File: src/rtl/fsic_wb_target_ctrl.sv
// fsic_wb_target_ctrl: sequences Wishbone slave accesses onto NUM_TGT req/ack register targets.
// Invalid addresses and silent targets end with ERR_DATA so the SoC bus never hangs.
module fsic_wb_target_ctrl #(
    parameter int          NUM_TGT  = 4,
    parameter int          TIMEOUT  = 64,
    parameter logic [31:0] ERR_DATA = 32'hDEAD_BEEF
) (
    input  logic                  wb_clk,
    input  logic                  wb_rst,
    input  logic [31:0]           wbs_adr,
    input  logic [31:0]           wbs_wdata,
    input  logic [3:0]            wbs_sel,
    input  logic                  wbs_cyc,
    input  logic                  wbs_stb,
    input  logic                  wbs_we,
    output logic                  wbs_ack,
    output logic [31:0]           wbs_rdata,
    output logic [NUM_TGT-1:0]    tgt_req,
    output logic [11:0]           tgt_adr,
    output logic [31:0]           tgt_wdata,
    output logic [3:0]            tgt_sel,
    output logic                  tgt_we,
    input  logic [NUM_TGT-1:0]    tgt_ack,
    input  logic [NUM_TGT*32-1:0] tgt_rdata,
    output logic                  to_irq,
    output logic [7:0]            to_cnt
);
    typedef enum logic [1:0] {IDLE, WAIT, RESP} state_t;
    state_t      state;
    logic [7:0]  cnt;
    logic        valid;
    logic        ack_hit;
    logic [31:0] sel_rdata;
    assign valid   = (wbs_adr[31:16] == 16'h3000) && !wbs_adr[15] && (32'(wbs_adr[14:12]) < NUM_TGT);
    // tgt_req is one-hot on the latched index, so it doubles as the target select
    assign ack_hit = |(tgt_ack & tgt_req);
    always_comb begin
        sel_rdata = '0;
        for (int i = 0; i < NUM_TGT; i++)
            sel_rdata = sel_rdata | (tgt_req[i] ? tgt_rdata[32*i+:32] : 32'd0);
    end
    always_ff @(posedge wb_clk) begin
        if (wb_rst) begin
            state     <= IDLE;
            tgt_req   <= '0;
            wbs_ack   <= 1'b0;
            wbs_rdata <= '0;
            tgt_adr   <= '0;
            tgt_wdata <= '0;
            tgt_sel   <= '0;
            tgt_we    <= 1'b0;
            to_irq    <= 1'b0;
            to_cnt    <= '0;
            cnt       <= '0;
        end else begin
            wbs_ack <= 1'b0;
            to_irq  <= 1'b0;
            case (state)
                IDLE: if (wbs_cyc && wbs_stb) begin
                    tgt_adr   <= wbs_adr[11:0];
                    tgt_wdata <= wbs_wdata;
                    tgt_sel   <= wbs_sel;
                    tgt_we    <= wbs_we;
                    cnt       <= '0;
                    if (valid) begin
                        tgt_req <= NUM_TGT'(1) << wbs_adr[14:12];
                        state   <= WAIT;
                    end else begin
                        wbs_rdata <= ERR_DATA;
                        wbs_ack   <= 1'b1;
                        state     <= RESP;
                    end
                end
                WAIT: if (!wbs_cyc) begin
                    tgt_req <= '0;
                    state   <= IDLE;
                end else if (ack_hit) begin
                    tgt_req   <= '0;
                    wbs_rdata <= tgt_we ? 32'd0 : sel_rdata;
                    wbs_ack   <= 1'b1;
                    state     <= RESP;
                end else if (cnt == 8'(TIMEOUT - 1)) begin
                    tgt_req   <= '0;
                    wbs_rdata <= ERR_DATA;
                    wbs_ack   <= 1'b1;
                    to_irq    <= 1'b1;
                    to_cnt    <= to_cnt + 8'(to_cnt != 8'hFF);
                    state     <= RESP;
                end else begin
                    cnt <= cnt + 8'd1;
                end
                default: state <= IDLE;
            endcase
        end
    end
endmodule

File: config.mk
export PLATFORM = sky130hd
export DESIGN_NAME = fsic_wb_target_ctrl
export DESIGN_NICKNAME = d
export VERILOG_FILES = /design/src/rtl/fsic_wb_target_ctrl.sv
export SDC_FILE = /design/constraint.sdc
export NUM_CORES = 1
export LEC_CHECK = 0
export BUFFER_PORTS_ARGS = -buffer_cell sky130_fd_sc_hd__buf_2
export CORE_AREA = 2 2 115 117
export DETAILED_ROUTE_END_ITERATION = 8
export DIE_AREA = 0 0 117 119
export MAX_ROUTING_LAYER = met4
export PLACE_DENSITY = 0.71
export SETUP_SLACK_MARGIN = 0.2
export SYNTH_ARGS = -nofsm -noshare
export SYNTH_HDL_FRONTEND = slang
export SYNTH_SLANG_ARGS = --single-unit
File: constraint.sdc
create_clock -name wb_clk -period 3.4 [get_ports wb_clk]
set_input_delay 0 -clock wb_clk [delete_from_list [all_inputs] [get_ports wb_clk]]
set_output_delay 0 -clock wb_clk [all_outputs]
set_load 0.05 [all_outputs]
==> results.json, run 1 <==
{
  "yosysWarnings": 0,
  "ff2ff_setup_slack_ns": 0.86,
  "grt_usage_pct": 25.5,
  "die_y_um": 119,
  "dr_wl_met3_mm": 1.02,
  "crit_required_ns": 3.66,
  "critical_path.endpoint": "wbs_rdata[25]",
  "start_util_pct": 38.3,
  "nets": 1144,
  "drc": 0,
  "drv_slew": 0,
  "finalHoldViolations": 0,
  "crit_chain": "nand4_2 > or4b_1 > a32oi_4 > buf_4 > a21oi_2 > nor3_2",
  "rr_startpoint": "cnt[5]",
  "cap_viol_max_count": 0,
  "gp_congestion": 0.905,
  "syn_inst": 596,
  "reg2reg_depth": 6,
  "row_count": 42,
  "hpwl_mm": 11.7,
  "pre_cts_ws_ns": 0.899,
  "n_fill_cell": 1178,
  "ys.flop_type": "dfxtp_1",
  "vias_per_cell": 5.13,
  "hold_start": "wb_rst",
  "rsz0062_at_grt": "false",
  "seq_area_um2": 2100,
  "cts_buffer_depth": 2,
  "muxShareOfSynthArea_pct": 0.406,
  "tightest_slew_ns": 0.763,
  "clock-sinks": 105,
  "startpoint_type": "flop",
  "final_cell_mix": "buf_2, nand2_1, dfxtp_1, a21oi_1, dlygate4sd3_1",
  "final_common_cell": "buf_2",
  "end_kind": "flop",
  "path_depth": 6,
  "io_pins": 300,
  "core_um2": 12900,
  "grt_overflow": 0,
  "synth_edf_count": 0,
  "routed.top_layer": "met4",
  "cts_tree": "yes",
  "synthAdderAreaFrac_pct": 0.761,
  "ant_nets": 0,
  "placed_area_um2": 6530,
  "synth_area_per_cell_um2": 8.28,
  "fin_crit_sh_pct": 74.8,
  "synth-compound-area-share_pct": 27.4,
  "syn_area_um2": 4930,
  "wl_met2_mm": 8.59,
  "cts_resized": 0,
  "tns_ns": 0,
  "io_buffers": 299,
  "grt_pass1_wl_mm": 27.5,
  "startpoint": "cnt[5]",
  "dieArea_um2": 13900,
  "cp_num_buf_inv": 1,
  "fin_ws_ns": 0.857,
  "reg2reg_to": "wbs_rdata[25]",
  "outcome": "completed",
  "p_total_uw": 2960,
  "synth_top_family_by_area": "compound AO/OA/AOI/OAI gates",
  "worstHoldPathType": "in2reg",
  "crit_family": "simple AND/OR/NAND/NOR gates",
  "vias": 5760,
  "holdWs_ns": 0.0577,
  "drive_gt1_share_pct": 39.5,
  "powerDensity_nw_per_um2": 392,
  "wl_per_cell_um": 15.6,
  "synthSimpleGateAreaFrac_pct": 22.7,
  "crit_fanout": 17,
  "die_w_um": 117,
  "drtIter0Drc": 348,
  "skew_ns": 0.00607,
  "min_period_ns": 2.54,
  "max_freq_ghz": 0.393,
  "clk_pin_slew_ns": 0.07,
  "design_area_um2": 7530,
  "clock_latency_ns": 0.34,
  "firstDrtPassIters": 7,
  "ys_ff_latch": 105,
  "ir_drop_mv": 0.201,
  "grt_max_degree": 64,
  "leakage_uw": 0.00330,
  "post_synth_xor_area_fraction_pct": 0.710,
  "syn_nets": 804,
  "worstSetupPathType": "reg2reg",
  "critPathMaxStageDelay_ns": 0.68,
  "critical-path-slowest-cell": "or4b_1",
  "synthArstFlopShare_pct": 0,
  "maxSlewHeadroom_pct": 49.2,
  "antenna_found_initial": 5,
  "multi_input_area_um2": 2580,
  "synth-seq-area-share_pct": 42.6,
  "wl_met1_mm": 7.24,
  "wl_mm": 17.5,
  "htreeDepth": 3,
  "arrival_ns": 2.80,
  "finalSetupViolCount": 0,
  "first_global_vias": 5667,
  "cts-buffers-inserted": 9,
  "cts_root_buf": "clkbuf_16",
  "synth_cell_types": 58,
  "syn2layout_area_growth_pct": 52.6
}
flip-flops by register name, indices dropped and copies added, names as in the netlist:
signal	count
tgt_wdata	32
wbs_rdata	32
tgt_adr	12
cnt	8
to_cnt	8
tgt_req	4
tgt_sel	4
state	2
tgt_we	1
to_irq	1
wbs_ack	1
layer usage:
layer	vias up	global-route usage [%]
met5	-	-
met4	0	12.8
met3	40	4.43
met2	259	41.9
met1	2631	29.7
li1	2830	-
what timing repair did:
item | in CTS | in global routing
endpoints found under the hold margin | 61 | 0
hold buffers | 67 | 0
setup buffers | 0 | 0
stage by stage:
stage                     cells  utilization [%]
after floorplan             596                -
after global placement     1034             50.7
after detailed placement   1034             50.7
after CTS                  1117             58.4
after global routing       1122             58.5
final                      1122             58.5
Yosys cell counts (all sizes together) (2+ instances only):
library cell    n  share of area (%)
nand2         114                8.7
a21oi         105                 12
dfxtp         105                 43
a22oi          50                7.6
nor2           36                2.7
clkbuf         34                2.6
nor3           30                4.8
buf            12                1.8
a22o            9                1.6
nand3           9               0.91
a221oi          8                1.4
o2bb2ai         8                1.4
and3            6               0.81
inv             6               0.46
nor4            5               0.63
o21ai           5               0.51
or4             5               0.79
nand4           4               0.63
ha              3               0.76
nand2b          3               0.38
or2             3               0.38
or3             3               0.41
xnor2           3               0.53
a31oi           2               0.25
dlygate4sd1     2               0.36
mux2i           2               0.41
o211ai          2               0.30
o311ai          2               0.36
or4b            2               0.41
layout make-up:
cell class                 count  share of cell area, %
antenna                        5                  0.166
clock buffer                  12                   3.27
clock inverter                 4                   1.01
inverter                       6                  0.299
multi-input combinational    436                   34.3
sequential                   105                   27.9
tap                          176                   2.92
timing repair buffer         378                   30.2
logic make-up after synthesis:
group,count (synthesis)
simple gates,227
compound gates,200
flops,105
buf+inv,55
xor+xnor,4
fa+ha+maj,3
mux,2
report_power, final:
part | switching [µW] | total [µW] | internal [µW]
Sequential | 27.7 | 1300 | 1280
Clock | 443 | 1110 | 668
Combinational | 331 | 540 | 209
worst min path at each step:
stage,to,depth (start not counted)
final,to_cnt[7],2
after global routing,to_irq,2
after CTS,to_cnt[1],2
after detailed placement,tgt_req[0],2
after global placement,tgt_req[0],2
after floorplan,tgt_req[0],1
No activity file was read; power rests on OpenSTA's default activity.
==> inputs of run 2 (changes only) <==
--- a/config.mk
+++ b/config.mk
@@ -5,12 +5,13 @@
 export SDC_FILE = /design/constraint.sdc
 export NUM_CORES = 1
 export LEC_CHECK = 0
+export ABC_AREA = 1
 export BUFFER_PORTS_ARGS = -buffer_cell sky130_fd_sc_hd__buf_2
-export CORE_AREA = 2 2 115 117
+export CORE_AREA = 2 2 117 119
 export DETAILED_ROUTE_END_ITERATION = 8
-export DIE_AREA = 0 0 117 119
+export DIE_AREA = 0 0 119 121
 export MAX_ROUTING_LAYER = met4
-export PLACE_DENSITY = 0.71
+export PLACE_DENSITY = 0.73
 export SETUP_SLACK_MARGIN = 0.2
 export SYNTH_ARGS = -nofsm -noshare
 export SYNTH_HDL_FRONTEND = slang
==> constraint.sdc (replaced) <==
create_clock -name wb_clk -period 2.55 [get_ports wb_clk]
set_input_delay 0 -clock wb_clk [delete_from_list [all_inputs] [get_ports wb_clk]]
set_output_delay 0 -clock wb_clk [all_outputs]
set_load 0.05 [all_outputs]
==> run 2 against run 1 <==
Effect of this change:
- first-iteration DRC count is 12% higher
- largest power group unchanged
- highest routed layer unchanged
- sequential share of layout area fell by 1.1 points
- synthesized area up 11%
- cell count rose by 21%
- synthesized cell count rose by 42%
- critical path depth rose by 2
- via count grew 13%
- sequential power grew 41%
- critical endpoint is now wbs_rdata[4]
==> results.json, run 2 <==
{
  "ys_ff_latch": 105,
  "final_common_cell": "buf_2",
  "syn_nets": 1056,
  "largestRegisters": "tgt_wdata: 32 flops, wbs_rdata: 32 flops, tgt_adr: 12 flops",
  "first_global_vias": 6149,
  "grt_max_degree": 51,
  "clock_latency_ns": 0.35,
  "yosysTopAreaCell": "dfxtp_1",
  "ant_nets": 0,
  "grt_usage_pct": 25.7,
  "crit_fanout": 34,
  "nets": 1381,
  "outcome": "completed",
  "dieArea_um2": 14400,
  "clk_pin_slew_ns": 0.07,
  "cts_buffer_depth": 2,
  "leakage_uw": 0.00398,
  "crit_required_ns": 2.79,
  "yosysWarnings": 0,
  "reg2reg_to": "wbs_rdata[4]",
  "synth-seq-area-share_pct": 38.5,
  "htreeDepth": 3,
  "wl_per_cell_um": 13.7,
  "arrival_ns": 2.04,
  "core_um2": 13100,
  "cts-buffers-inserted": 9,
  "grt_pass1_wl_mm": 29.3,
  "cts_resized": 0,
  "cp_num_buf_inv": 0,
  "rsz0062_at_grt": "false",
  "p_total_uw": 4540,
  "finalSetupViolCount": 0,
  "synth_area_per_cell_um2": 6.44,
  "yosysTopAreaCellShare_pct": 38.5,
  "min_period_ns": 1.81,
  "vias_per_cell": 4.79,
  "grt_overflow": 0,
  "antenna_found_initial": 2,
  "synth_top_cells_by_count": "nand2_1, nor2_1, dfxtp_1, o21ai_0, inv_1",
  "final_cell_mix": "buf_2, nand2_1, nor2_1, dfxtp_1, o21ai_0",
  "fin_crit_sh_pct": 70.8,
  "rr_startpoint": "cnt[0]",
  "row_count": 42,
  "path_depth": 8,
  "max_freq_ghz": 0.554,
  "synth_edf_count": 0,
  "ir_drop_mv": 0.407,
  "tightest_slew_ns": 0.686,
  "start_util_pct": 41.8,
  "startpoint": "cnt[0]",
  "drv_slew": 0,
  "syn_area_um2": 5470,
  "cts_tree": "yes",
  "end_kind": "flop",
  "ys.flop_type": "dfxtp_1",
  "drc": 0,
  "die_y_um": 121,
  "synth_cell_types": 29,
  "ff2ff_setup_slack_ns": 0.74,
  "synthArstFlopShare_pct": 0,
  "syn2layout_area_growth_pct": 43.3,
  "drive_gt1_share_pct": 29.8,
  "io_buffers": 299,
  "crit_chain": "ha_1 > nand2_1 > nor2_2 > nand3_1 > nand3_2 > nand3_4 > nor2_1 > nor2_1",
  "synth.area.top_cells": "dfxtp_1, nand2_1, nor2_1",
  "io_pins": 300,
  "placed_area_um2": 7020,
  "clock-sinks": 105,
  "worstHoldPathType": "in2reg",
  "finalHoldViolations": 0,
  "post-route-util_pct": 59.9,
  "hold_start": "tgt_rdata[113]",
  "vias": 6496,
  "post_cts_buffers": 0,
  "powerDensity_nw_per_um2": 579,
  "gp_congestion": 0.849,
  "design_area_um2": 7830,
  "critical_path.endpoint": "wbs_rdata[4]",
  "syn_inst": 848,
  "reg2reg_depth": 8,
  "crit_family": "simple AND/OR/NAND/NOR gates",
  "skew_ns": 0.00665,
  "holdWs_ns": 0.0370,
  "critical-path-slowest-cell": "dfxtp_1",
  "drtIter0Drc": 391,
  "die_w_um": 119,
  "worstSetupPathType": "reg2reg",
  "cap_viol_max_count": 0,
  "firstDrtPassIters": 5,
  "hpwl_mm": 12.7,
  "critPathMaxStageDelay_ns": 0.38,
  "startpoint_type": "flop",
  "maxSlewHeadroom_pct": 54.2,
  "wl_mm": 18.6,
  "cts_root_buf": "clkbuf_16",
  "synth_most_common_cell": "nand2_1",
  "tns_ns": 0,
  "cpMostUsedCell": "nor2_1"
}
[run 2: worst min-delay path by stage]
stage | to | slack, ns | cells after the start
CTS | wbs_rdata[17] | 0.02 | 5
detailed placement | tgt_wdata[7] | 0.26 | 3
global placement | tgt_wdata[11] | 0.25 | 3
finish | wbs_rdata[17] | 0.04 | 5
floorplan | tgt_adr[0] | 0.17 | 2
global route | wbs_rdata[17] | 0.05 | 5
[run 2: layout make-up]
| cell class | instances | area, µm² |
|---|---|---|
| antenna | 3 | 7.51 |
| clock buffer | 10 | 239 |
| clock inverter | 6 | 50.0 |
| fill | 1259 | 5250 |
| inverter | 61 | 229 |
| multi-input combinational | 631 | 2860 |
| sequential | 105 | 2100 |
| tap | 176 | 220 |
| timing repair buffer | 365 | 2120 |
[run 2: logic make-up after synthesis]
logic type               share of synthesized area [%]
AND/OR/NAND/NOR                                   35.9
AO/OA/AOI/OAI                                     15.1
buffers and inverters                             9.16
flip-flops                                        38.5
XOR/XNOR                                         0.641
adder cells (fa/ha/maj)                          0.687
[run 2: worst reg2reg max path, delay by kind of cell (launching register included)]
kind                       cells  cell delay (ns)
DFF                            1             0.38
and+or+nand+nor                7             1.14
adders and majority gates      1             0.18
[run 2: what timing repair did]
action	4_1_cts	5_1_grt
hold buffers	52	0
hold endpoints to repair	59	0
endpoints found under the setup margin	0	0
[run 2: report_power, final]
| group | leakage, µW | total (µW) | switching, µW | internal [µW] |
|---|---|---|---|---|
| Sequential | 0.000861 | 1830 | 67.6 | 1760 |
| Combinational | 0.00298 | 1330 | 902 | 433 |
| Clock | 0.000141 | 1370 | 668 | 705 |
| Total | 0.00398 | 4540 | 1640 | 2900 |
[run 2: stage by stage]
| stage | setup slack (ns) | std cells |
|---|---|---|
| detailed placement | 0.747 | 1286 |
| floorplan | 0.606 | 848 |
| finish | 0.745 | 1357 |
| CTS | 0.731 | 1354 |
| global route | 0.510 | 1356 |
| global placement | 0.825 | 1286 |
[run 2: layer usage]
| layer | routed length, µm | vias to the layer above | track usage, % |
|---|---|---|---|
| met4 | 493 | 0 | 9.08 |
| met1 | 7420 | 2848 | 28.6 |
| met2 | 9430 | 265 | 45.5 |
| met3 | 1230 | 39 | 5.69 |
| met5 | 0 | - | - |
| li1 | - | 3344 | - |
==> inputs of run 3 (changes only) <==
==> constraint.sdc (replaced) <==
create_clock -name wb_clk -period 1.79 [get_ports wb_clk]
set_input_delay 0 -clock wb_clk [delete_from_list [all_inputs] [get_ports wb_clk]]
set_output_delay 0 -clock wb_clk [all_outputs]
set_load 0.05 [all_outputs]
==> run 3 against run 2 <==
Effect of this change:
- sequential cell count is the same
- cell count rose by 2.0%
- cell area increased by 8.2%
- clock-buffer cell count shrank 1
- setup slack lost 0.57 ns
- global-route usage is 0.78 points higher
- utilization increased by 4.9 points
- critical path depth up 1
- first-iteration DRC count decreased by 15%
- via count is 4.5% higher
- critical endpoint is now cnt[2]
==> results.json, run 3 (same netlist as run 2, synthesis figures left out) <==
{
  "nets": 1407,
  "p_int_uw": 4340,
  "hpwl_mm": 13.1,
  "worstHoldPathType": "in2reg",
  "placed_area_um2": 7170,
  "start_util_pct": 41.8,
  "reg2reg_depth": 9,
  "clock-sinks": 105,
  "end_kind": "flop",
  "p_seq_share_pct": 38.3,
  "drc": 0,
  "worstSetupPathType": "reg2reg",
  "grt_usage_pct": 26.5,
  "core_um2": 13100,
  "io_buffers": 299,
  "leakage_uw": 0.00434,
  "cap_viol_max_count": 0,
  "skew_ns": 0.00594,
  "clkPwrFrac_pct": 31.5,
  "design_area_um2": 8470,
  "tns_ns": 0,
  "seq_area_um2": 2140,
  "die_y_um": 121,
  "crit_required_ns": 2.03,
  "cts_tree": "yes",
  "die_w_um": 119,
  "arrival_ns": 1.86,
  "finalHoldViolations": 0,
  "vias": 6786,
  "clock_latency_ns": 0.36,
  "final_cell_mix": "buf_2, nand2_1, nor2_1, dfxtp_1, o21ai_0",
  "vias_per_cell": 4.90,
  "antenna_found_initial": 3,
  "syn2layout_area_growth_pct": 55.0,
  "max_freq_ghz": 0.619,
  "drv_slew": 0,
  "first_global_vias": 6195,
  "htreeDepth": 3,
  "wl_mm": 20.2,
  "row_count": 42,
  "cts-buffers-inserted": 9,
  "ff2ff_setup_slack_ns": 0.17,
  "grt_pass1_wl_mm": 29.9,
  "cts_root_buf": "clkbuf_16",
  "power_switching_uw": 2450,
  "fin_crit_sh_pct": 90.3,
  "io_pins": 300,
  "grt_max_degree": 51,
  "dieArea_um2": 14400,
  "tightest_slew_ns": 0.442,
  "startpoint_type": "flop",
  "gp_congestion": 0.863,
  "multi_input_area_um2": 3110,
  "cts_buffer_depth": 2,
  "worstHoldEndpoint": "state[0]",
  "crit_fanout": 4,
  "n_fill_cell": 1141,
  "outcome": "completed",
  "reg2reg_to": "cnt[2]",
  "wl_per_cell_um": 14.6,
  "rsz0062_at_grt": "true",
  "final_common_cell": "buf_2",
  "min_period_ns": 1.62,
  "hold_start": "wbs_stb",
  "largestRegisters": "tgt_wdata: 32 flops, wbs_rdata: 32 flops, tgt_adr: 12 flops",
  "ir_drop_mv": 0.692,
  "finalSetupViolCount": 0,
  "sw_frac_of_total_pct": 36.1,
  "grt_overflow": 0,
  "powerDensity_nw_per_um2": 802,
  "drtIter0Drc": 331,
  "drive_gt1_share_pct": 35.7,
  "maxSlewHeadroom_pct": 70.6,
  "pwr-share-comb_pct": 30.2,
  "firstDrtPassIters": 5,
  "holdWs_ns": 0.0200,
  "worstHoldPathCells": 4,
  "clk_pin_slew_ns": 0.08,
  "ant_nets": 0,
  "rr_startpoint": "cnt[1]"
}
## run 3: timing repair
item                       CTS  global route
hold endpoints to repair    58             0
cloned                       1             3
setup endpoints to repair   29            53
gates resized for setup      4            57
hold buffers                50             0
setup buffers                4            13
pin swaps                    2            31
## run 3: worst max-delay path: stages, from the launching register on
cell,delay [ns]
dfxtp_4,0.37
ha_4,0.17
nand2_4,0.08
nor2_2,0.05
buf_4,0.13
nand4_1,0.11
nand3_4,0.10
buf_4,0.16
o21ai_0,0.24
nor2_1,0.09
## run 3: layer usage
metal	share of wire, %	GRT usage [%]	up-vias
met2	52	47.2	278
met5	0	-	-
met3	6.3	4.79	47
met4	2.9	10.9	0
met1	38	29.2	3056
li1	-	-	3405
## run 3: per-stage QoR
stage               instances  power [µW]  utilization, %  setup WS [ns]
floorplan                 848        3910               -          0.166
global placement         1293        4470            54.8          0.191
detailed placement       1293        4490            54.8         0.0918
CTS                      1364        6740            61.5          0.205
global route             1383        7090            64.7         0.0509
finish                   1384        6790            64.7          0.173
## run 3: worst max-delay path by stage
stage,startpoint,endpoint,slack [ns]
after floorplan,to_cnt[4],to_cnt[6],0.17
after global placement,cnt[1],wbs_rdata[28],0.19
after detailed placement,cnt[1],wbs_rdata[24],0.09
after CTS,cnt[0],to_cnt[5],0.21
after global routing,cnt[1],cnt[4],0.05
final,cnt[1],cnt[2],0.17
## run 3: final cells by class
cell class,instances,area share (%)
multi-input combinational,631,36.7
tap,176,2.60
sequential,105,25.3
antenna,4,0.118
inverter,61,2.73
timing repair buffer,391,28.9
clock inverter,7,1.06
clock buffer,9,2.66
## run 3: power groups by stage
| stage | logic [µW] | clock network (µW) | registers, µW |
|---|---|---|---|
| after global routing | 2220 | 2250 | 2620 |
| final | 2050 | 2140 | 2600 |
| after floorplan | 693 | 0 | 3210 |
| after global placement | 1820 | 0 | 2650 |
| after CTS | 1960 | 2180 | 2600 |
| after detailed placement | 1840 | 0 | 2650 |
